File: src/rtl/mc_core_pkg.sv
// Shared definitions for the multicycle core: opcodes, FSM states, ALU operations and field widths.
package mc_core_pkg;

  localparam int OP_W    = 4;
  localparam int REG_W   = 4;
  localparam int IMM8_W  = 8;
  localparam int IMM12_W = 12;
  localparam int NREGS   = 16;

  localparam logic [OP_W-1:0] OP_ADD  = 4'h0;
  localparam logic [OP_W-1:0] OP_SUB  = 4'h1;
  localparam logic [OP_W-1:0] OP_AND  = 4'h2;
  localparam logic [OP_W-1:0] OP_OR   = 4'h3;
  localparam logic [OP_W-1:0] OP_XOR  = 4'h4;
  localparam logic [OP_W-1:0] OP_SLT  = 4'h5;
  localparam logic [OP_W-1:0] OP_LI   = 4'h6;
  localparam logic [OP_W-1:0] OP_ADDI = 4'h7;
  localparam logic [OP_W-1:0] OP_LW   = 4'h8;
  localparam logic [OP_W-1:0] OP_SW   = 4'h9;
  localparam logic [OP_W-1:0] OP_BNZ  = 4'hA;
  localparam logic [OP_W-1:0] OP_JMP  = 4'hB;
  localparam logic [OP_W-1:0] OP_HALT = 4'hF;

  typedef enum logic [2:0] {
    ST_FETCH, ST_DECODE, ST_EXEC, ST_MEM, ST_WB, ST_HALT
  } state_e;

  typedef enum logic [2:0] {
    ALU_ADD, ALU_SUB, ALU_AND, ALU_OR, ALU_XOR, ALU_SLT
  } alu_op_e;

  // ADDI shares the adder; non-ALU opcodes fall back to ADD and their result is unused.
  function automatic alu_op_e alu_op_of(input logic [OP_W-1:0] op);
    case (op)
      OP_SUB:  return ALU_SUB;
      OP_AND:  return ALU_AND;
      OP_OR:   return ALU_OR;
      OP_XOR:  return ALU_XOR;
      OP_SLT:  return ALU_SLT;
      default: return ALU_ADD;
    endcase
  endfunction

endpackage

File: src/rtl/mc_alu.sv
// Combinational ALU of the core: wrap-around add/sub with carry (borrow on SUB), logic ops, signed SLT.
module mc_alu
  import mc_core_pkg::*;
#(
  parameter int DATA_W = 16
) (
  input  alu_op_e                  op_i,
  input  logic signed [DATA_W-1:0] a_i,
  input  logic signed [DATA_W-1:0] b_i,
  output logic signed [DATA_W-1:0] result_o,
  output logic                     carry_o
);

  logic [DATA_W:0] sum;

  always_comb begin
    sum      = '0;
    result_o = '0;
    carry_o  = 1'b0;
    unique case (op_i)
      ALU_ADD: begin
        sum      = {1'b0, a_i} + {1'b0, b_i};
        result_o = sum[DATA_W-1:0];
        carry_o  = sum[DATA_W];
      end
      // Bit DATA_W of the zero-extended difference is set exactly when a < b unsigned.
      ALU_SUB: begin
        sum      = {1'b0, a_i} - {1'b0, b_i};
        result_o = sum[DATA_W-1:0];
        carry_o  = sum[DATA_W];
      end
      ALU_AND: result_o = a_i & b_i;
      ALU_OR:  result_o = a_i | b_i;
      ALU_XOR: result_o = a_i ^ b_i;
      ALU_SLT: result_o = {{(DATA_W-1){1'b0}}, (a_i < b_i)};
      default: ;
    endcase
  end

endmodule

File: src/rtl/mc_core_seq.sv
// Multicycle 16-bit-ISA core: FETCH/DECODE/EXEC/MEM/WB control FSM, inline register file and
// datapath registers, single-port memory with a req/ready handshake of arbitrary latency.
module mc_core_seq
  import mc_core_pkg::*;
#(
  parameter int                DATA_W = 16,
  parameter int                ADDR_W = 16,
  parameter logic [ADDR_W-1:0] RST_PC = '0
) (
  input  logic              clk,
  input  logic              rst,
  output logic              mem_req,
  output logic              mem_we,
  output logic [ADDR_W-1:0] mem_addr,
  output logic [DATA_W-1:0] mem_wdata,
  input  logic              mem_ready,
  input  logic [DATA_W-1:0] mem_rdata,
  output logic              halted,
  output logic              carry,
  output logic [ADDR_W-1:0] pc_out
);

  state_e                   state_q;
  logic [ADDR_W-1:0]        pc_q;
  logic [15:0]              ir_q;
  logic signed [DATA_W-1:0] a_q, b_q, aluout_q, mdr_q;
  logic                     carry_q, req_q;
  logic [DATA_W-1:0]        rf_q [NREGS];

  logic [OP_W-1:0]          op_d;
  logic [REG_W-1:0]         rd_d, rs_d, rt_d;
  logic [IMM8_W-1:0]        imm8_d;
  logic [IMM12_W-1:0]       imm12_d;
  logic [DATA_W-1:0]        rd_val_d, rs_val_d, rt_val_d;
  logic signed [DATA_W-1:0] imm_data_d, alu_b_d, alu_res_d;
  logic [ADDR_W-1:0]        br_off_d;
  logic                     alu_carry_d;

  assign op_d    = ir_q[15:12];
  assign rd_d    = ir_q[11:8];
  assign rs_d    = ir_q[7:4];
  assign rt_d    = ir_q[3:0];
  assign imm8_d  = ir_q[7:0];
  assign imm12_d = ir_q[11:0];

  assign rd_val_d   = (rd_d == '0) ? '0 : rf_q[rd_d];
  assign rs_val_d   = (rs_d == '0) ? '0 : rf_q[rs_d];
  assign rt_val_d   = (rt_d == '0) ? '0 : rf_q[rt_d];
  assign imm_data_d = DATA_W'($signed(imm8_d));
  assign br_off_d   = (op_d == OP_JMP) ? ADDR_W'($signed(imm12_d)) : ADDR_W'($signed(imm8_d));
  assign alu_b_d    = (op_d == OP_ADDI) ? imm_data_d : b_q;

  mc_alu #(.DATA_W(DATA_W)) u_alu (
    .op_i     (alu_op_of(op_d)),
    .a_i      (a_q),
    .b_i      (alu_b_d),
    .result_o (alu_res_d),
    .carry_o  (alu_carry_d)
  );

  // Address, direction and store data come from registers that hold still for a whole access.
  assign mem_req   = req_q;
  assign mem_we    = (state_q == ST_MEM) && (op_d == OP_SW);
  assign mem_addr  = (state_q == ST_MEM) ? a_q[ADDR_W-1:0] : pc_q;
  assign mem_wdata = b_q;
  assign halted    = (state_q == ST_HALT);
  assign carry     = carry_q;
  assign pc_out    = pc_q;

  always_ff @(posedge clk) begin
    if (rst) begin
      state_q  <= ST_FETCH;
      pc_q     <= RST_PC;
      ir_q     <= '0;
      a_q      <= '0;
      b_q      <= '0;
      aluout_q <= '0;
      mdr_q    <= '0;
      carry_q  <= 1'b0;
      req_q    <= 1'b0;
      for (int i = 0; i < NREGS; i++) rf_q[i] <= '0;
    end else begin
      unique case (state_q)
        // Only the first fetch after reset arrives with req low; every other entry raises it.
        ST_FETCH: begin
          if (!req_q) begin
            req_q <= 1'b1;
          end else if (mem_ready) begin
            ir_q    <= mem_rdata[15:0];
            pc_q    <= pc_q + 1'b1;
            req_q   <= 1'b0;
            state_q <= ST_DECODE;
          end
        end
        ST_DECODE: begin
          a_q     <= (op_d == OP_ADDI || op_d == OP_BNZ) ? rd_val_d : rs_val_d;
          b_q     <= rt_val_d;
          state_q <= (op_d == OP_HALT) ? ST_HALT : ST_EXEC;
        end
        ST_EXEC: begin
          case (op_d)
            OP_ADD, OP_SUB, OP_AND, OP_OR, OP_XOR, OP_SLT, OP_ADDI: begin
              aluout_q <= alu_res_d;
              if (op_d == OP_ADD || op_d == OP_SUB || op_d == OP_ADDI) carry_q <= alu_carry_d;
              state_q  <= ST_WB;
            end
            OP_LI: begin
              aluout_q <= imm_data_d;
              state_q  <= ST_WB;
            end
            OP_LW, OP_SW: begin
              req_q   <= 1'b1;
              state_q <= ST_MEM;
            end
            OP_BNZ, OP_JMP: begin
              if (op_d == OP_JMP || a_q != '0) pc_q <= pc_q + br_off_d;
              req_q   <= 1'b1;
              state_q <= ST_FETCH;
            end
            default: begin
              req_q   <= 1'b1;
              state_q <= ST_FETCH;
            end
          endcase
        end
        // A completed store chains straight into the next fetch, so req stays high.
        ST_MEM: begin
          if (mem_ready) begin
            if (op_d == OP_LW) begin
              mdr_q   <= mem_rdata;
              req_q   <= 1'b0;
              state_q <= ST_WB;
            end else begin
              state_q <= ST_FETCH;
            end
          end
        end
        ST_WB: begin
          if (rd_d != '0) rf_q[rd_d] <= (op_d == OP_LW) ? mdr_q : aluout_q;
          req_q   <= 1'b1;
          state_q <= ST_FETCH;
        end
        ST_HALT: ;
        default: state_q <= ST_FETCH;
      endcase
    end
  end

endmodule

File: config.mk
export PLATFORM = sky130hd
export DESIGN_NAME = mc_core_seq
export DESIGN_NICKNAME = d
export VERILOG_FILES = /design/src/rtl/mc_core_pkg.sv /design/src/rtl/mc_alu.sv /design/src/rtl/mc_core_seq.sv
export SDC_FILE = /design/constraint.sdc
export NUM_CORES = 1
export LEC_CHECK = 0
export BUFFER_PORTS_ARGS = -buffer_cell sky130_fd_sc_hd__buf_2
export CAP_MARGIN = 20
export CORE_MARGIN = 5
export CORE_UTILIZATION = 48
export DETAILED_ROUTE_END_ITERATION = 8
export GPL_ROUTABILITY_DRIVEN = 0
export PLACE_DENSITY_LB_ADDON = 0.25
export SETUP_SLACK_MARGIN = 0.3
export SYNTH_ARGS = -nofsm -noshare
export SYNTH_HDL_FRONTEND = slang
export SYNTH_HIERARCHICAL = 1
export SYNTH_SLANG_ARGS = --single-unit
File: constraint.sdc
create_clock -name clk -period 8.3 [get_ports clk]
set_input_delay 0.83 -clock clk [delete_from_list [all_inputs] [get_ports clk]]
set_output_delay 0.83 -clock clk [all_outputs]
set_load 0.02 [all_outputs]
==> results.sh <==
export IMPL_clk_latency_ns=0.57
export IMPL_worstSetupStartpointType="flop"
export IMPL_io_pins=71
export IMPL_slew_headroom_pct=24.15
export IMPL_leakagePower_nw=8.526
export IMPL_muxShareOfSynthArea_pct=25.47
export IMPL_wire_per_inst_um=28.28
export IMPL_grt_max_degree=73
export IMPL_ant_nets=0
export IMPL_drv_slew=0
export IMPL_syn_to_final_growth_pct=9.458
export IMPL_initial_core_util_pct=48.27
export IMPL_cts_buffer_depth=3
export IMPL_cts_hold_buffers=0
export IMPL_yosysWarnings=6
export IMPL_netlist_instances=1997
export IMPL_synthArstFlopShare_pct=0
export IMPL_drive_above_1_share_pct=21.78
export IMPL_finalSetupViolCount=0
export IMPL_drcViolationCount=0
export IMPL_ys_types=84
export IMPL_synth_edf_count=256
export IMPL_rsz0062_at_grt="no"
export IMPL_numCtsBuffers=41
export IMPL_drv_cap=0
export IMPL_holdPathEnd="mdr_q[3]"
export IMPL_clkTransAtPathRegs_ns=0.07
export IMPL_use_met1_pct=37.10
export IMPL_synthFlopType="edfxtp_1"
export IMPL_fill_cells=4059
export IMPL_hold_depth=2
export IMPL_grtUsageMet2_pct=44.51
export IMPL_ys_seq_elements=369
export IMPL_cts_tree="built"
export IMPL_synth_seq_area_share_pct=43.35
export IMPL_tightest_slew_ns=1.116
export IMPL_cp_end_kind="flop"
export IMPL_crit_type="flop to flop"
export IMPL_nets=2112
export IMPL_reg2reg_depth=15
export IMPL_synth_adder_area_share_pct=3.696
export IMPL_hold_viol_final=0
export IMPL_viasPerCell=6.640
export IMPL_setup_tns_ns=0
export IMPL_io_buffers=70
export IMPL_vias=17750
export IMPL_grtUsageTotal_pct=28.12
export IMPL_crit_fanout=19
export IMPL_avgSynthCellArea_sq_um=11.49
export IMPL_grt_pass1_vias=17314
export IMPL_syn_area_sq_um=22950
export IMPL_rows=80
export IMPL_busiest_layer="met2"
export IMPL_grt_use_met3_pct=6.621
export IMPL_post_cts_setup_buffers=0
export IMPL_worstHoldStart="mdr_q[3]"
export IMPL_fin_skew_ns=0.01975
export IMPL_status="completed"
export IMPL_fin_area_sq_um=25120
export IMPL_r2r_start="ir_q[12]"
export IMPL_routed_wl_um=75600
export IMPL_die_h_um=228.7
export IMPL_grt_pass1_wl_um=110900
export IMPL_core_sq_um=47550
export IMPL_crit_required_ns=8.78
export IMPL_die_x_um=228.7
export IMPL_arrival_ns=5.02
export IMPL_synth_top_family_by_area="multiplexers"
export IMPL_ir_drop_mv=0.1125
export IMPL_ctsResizeCount=0
export IMPL_post_route_period_util_pct=54.77
export IMPL_htree_num_levels=2
export IMPL_synth_xor_area_share_pct=0.7632
export IMPL_period_needed_ns=4.546
export IMPL_place_area_sq_um=23800
export IMPL_min_path_type="flop to flop"
export IMPL_clock_root_buffer="clkbuf_16"
export IMPL_p_per_area_nw_per_um2=180.9
export IMPL_firstDrtPassIters=6
export IMPL_die_area_sq_um=52290
export IMPL_synth_compound_area_share_pct=8.777
export IMPL_hpwl_um=47630
export IMPL_r2r_slack_ns=3.75
export IMPL_grt_overflow=0
export IMPL_cts_sinks=369
export IMPL_antenna_found_initial=1
export IMPL_yosys_area_share_simple_pct=13.31
export IMPL_timing_rr_end="aluout_q[0]"
export IMPL_drtIter0Drc=2515
export IMPL_max_freq_mhz=220.0
==> cell families after synthesis <==
family,Yosys count
flip-flops,369
XOR/XNOR,20
adder cells (fa/ha/maj),66
AO/OA/AOI/OAI,311
buffers and inverters,219
AND/OR/NAND/NOR,722
other,1
multiplexers,289
==> report_power, final <==
part	switching (W)	leakage, nW	internal, W
logic	0.000341	4.34	0.000275
registers	0.0000916	3.55	0.00203
clock network	0.000779	0.631	0.00103
==> state kept, by name, summed over array words and instances, names as in the netlist, named ones only <==
name,count
ir_q,16
pc_out,16
mem_wdata,16
rf_q,256
mdr_q,16
carry,1
aluout_q,16
state_q,3
a_q,16
mem_req,1
==> final cells by class <==
cell class / count / area [sq um] / share of cell area (%)
multi-input combinational: 1424 / 12030 / 47.87
sequential: 369 / 9971 / 39.69
clock buffer: 48 / 1084 / 4.313
timing repair buffer: 133 / 833.3 / 3.317
tap: 615 / 769.5 / 3.063
clock inverter: 25 / 220.2 / 0.8765
inverter: 58 / 217.7 / 0.8666
antenna: 1 / 2.502 / 0.009961
==> how the worst max path moves through the flow <==
stage          cells past startpoint      endpoint     start
2_1_floorplan                     19  aluout_q[14]  ir_q[14]
3_3_place_gp                      15   aluout_q[0]  ir_q[12]
3_5_place_dp                      15   aluout_q[0]  ir_q[12]
4_1_cts                           15   aluout_q[0]  ir_q[12]
5_1_grt                           15   aluout_q[0]  ir_q[12]
6_report                          15   aluout_q[0]  ir_q[12]
==> worst max-delay path, stage by stage (launching register included) <==
cell and delay (ns):
dfxtp_1 0.72, nand3b_1 0.65, inv_1 0.33, nand2_1 0.28, nand2_1 0.17, inv_1 0.07, ha_1 0.46, inv_1 0.14
a21oi_1 0.22, a21oi_2 0.11, a211oi_2 0.43, nor4_2 0.11, nor3_1 0.27, a221o_1 0.15, nand2_1 0.05, a311oi_1 0.30
==> synth_stat cells, types with 6 or more instances <==
cell | n | area, sq um
dfxtp_1 | 113 | 2262
a211oi_1 | 28 | 210.2
a31oi_1 | 9 | 56.30
edfxtp_1 | 256 | 7687
a22oi_1 | 25 | 187.7
mux4_2 | 194 | 4369
buf_2 | 32 | 160.2
ha_1 | 63 | 788.3
o22ai_1 | 8 | 50.05
a311oi_1 | 9 | 78.83
a21oi_1 | 107 | 535.5
mux2_2 | 19 | 214.0
nand2_1 | 214 | 803.3
inv_1 | 58 | 217.7
nand3_1 | 14 | 70.07
o21bai_1 | 6 | 45.04
nor3_1 | 37 | 185.2
nand4_1 | 8 | 50.05
clkbuf_1 | 88 | 330.3
xnor2_1 | 13 | 113.9
and2_1 | 8 | 50.05
nor2b_1 | 8 | 50.05
o21a_1 | 6 | 45.04
nor4_1 | 12 | 75.07
nor2_1 | 367 | 1378
nand2b_1 | 23 | 143.9
xor2_1 | 7 | 61.31
mux4_1 | 30 | 788.3
o21ai_0 | 56 | 280.3
buf_6 | 14 | 157.7
mux2i_1 | 45 | 450.4
buf_4 | 15 | 112.6
==> layout by cell type (no fill, tap or decap), types with 6 or more instances in the layout <==
cell and n:
o21bai_1 6, nand2b_1 22, mux2_2 19, edfxtp_1 256, o22ai_1 8, clkbuf_16 42
clkinv_1 7, a21oi_1 107, xor2_1 7, nand3_1 14, a311oi_1 9, conb_1 16
clkinv_2 8, nor3_1 37, a22oi_1 25, and2_1 8, mux2i_1 41, nand2_1 214
o21ai_0 56, mux4_1 30, dfxtp_1 104, nor2b_1 8, inv_1 58, mux4_2 194
buf_4 63, a31oi_1 9, xnor2_1 13, ha_1 63, nor4_1 12, nor2_1 367
nand4_1 8, a211oi_1 28, buf_2 69, o21a_1 6
==> metal layers <==
| metal | share of wire [%] | wire length [um] | up-vias |
|---|---|---|---|
| met5 | 0 | 0 | - |
| met4 | 5.3 | 3998 | 0 |
| met3 | 12 | 9009 | 240 |
| li1 | - | - | 7548 |
| met1 | 37 | 28010 | 8729 |
| met2 | 46 | 34580 | 1233 |
==> stage by stage <==
step           hold WS (ns)  instances  power (W)  setup WS (ns)  utilization (%)
6_report             0.4506       2673   0.004546          3.755            52.84
2_1_floorplan        0.4315       2012   0.002567          4.773                -
5_1_grt              0.4681       2672   0.004679          3.420            52.83
4_1_cts              0.4510       2671   0.004551          3.848            52.80
3_3_place_gp         0.4378       2597   0.002743          4.052            50.04
3_5_place_dp         0.4428       2598   0.002758          3.862            50.06
(Power assumes the default switching activity.)
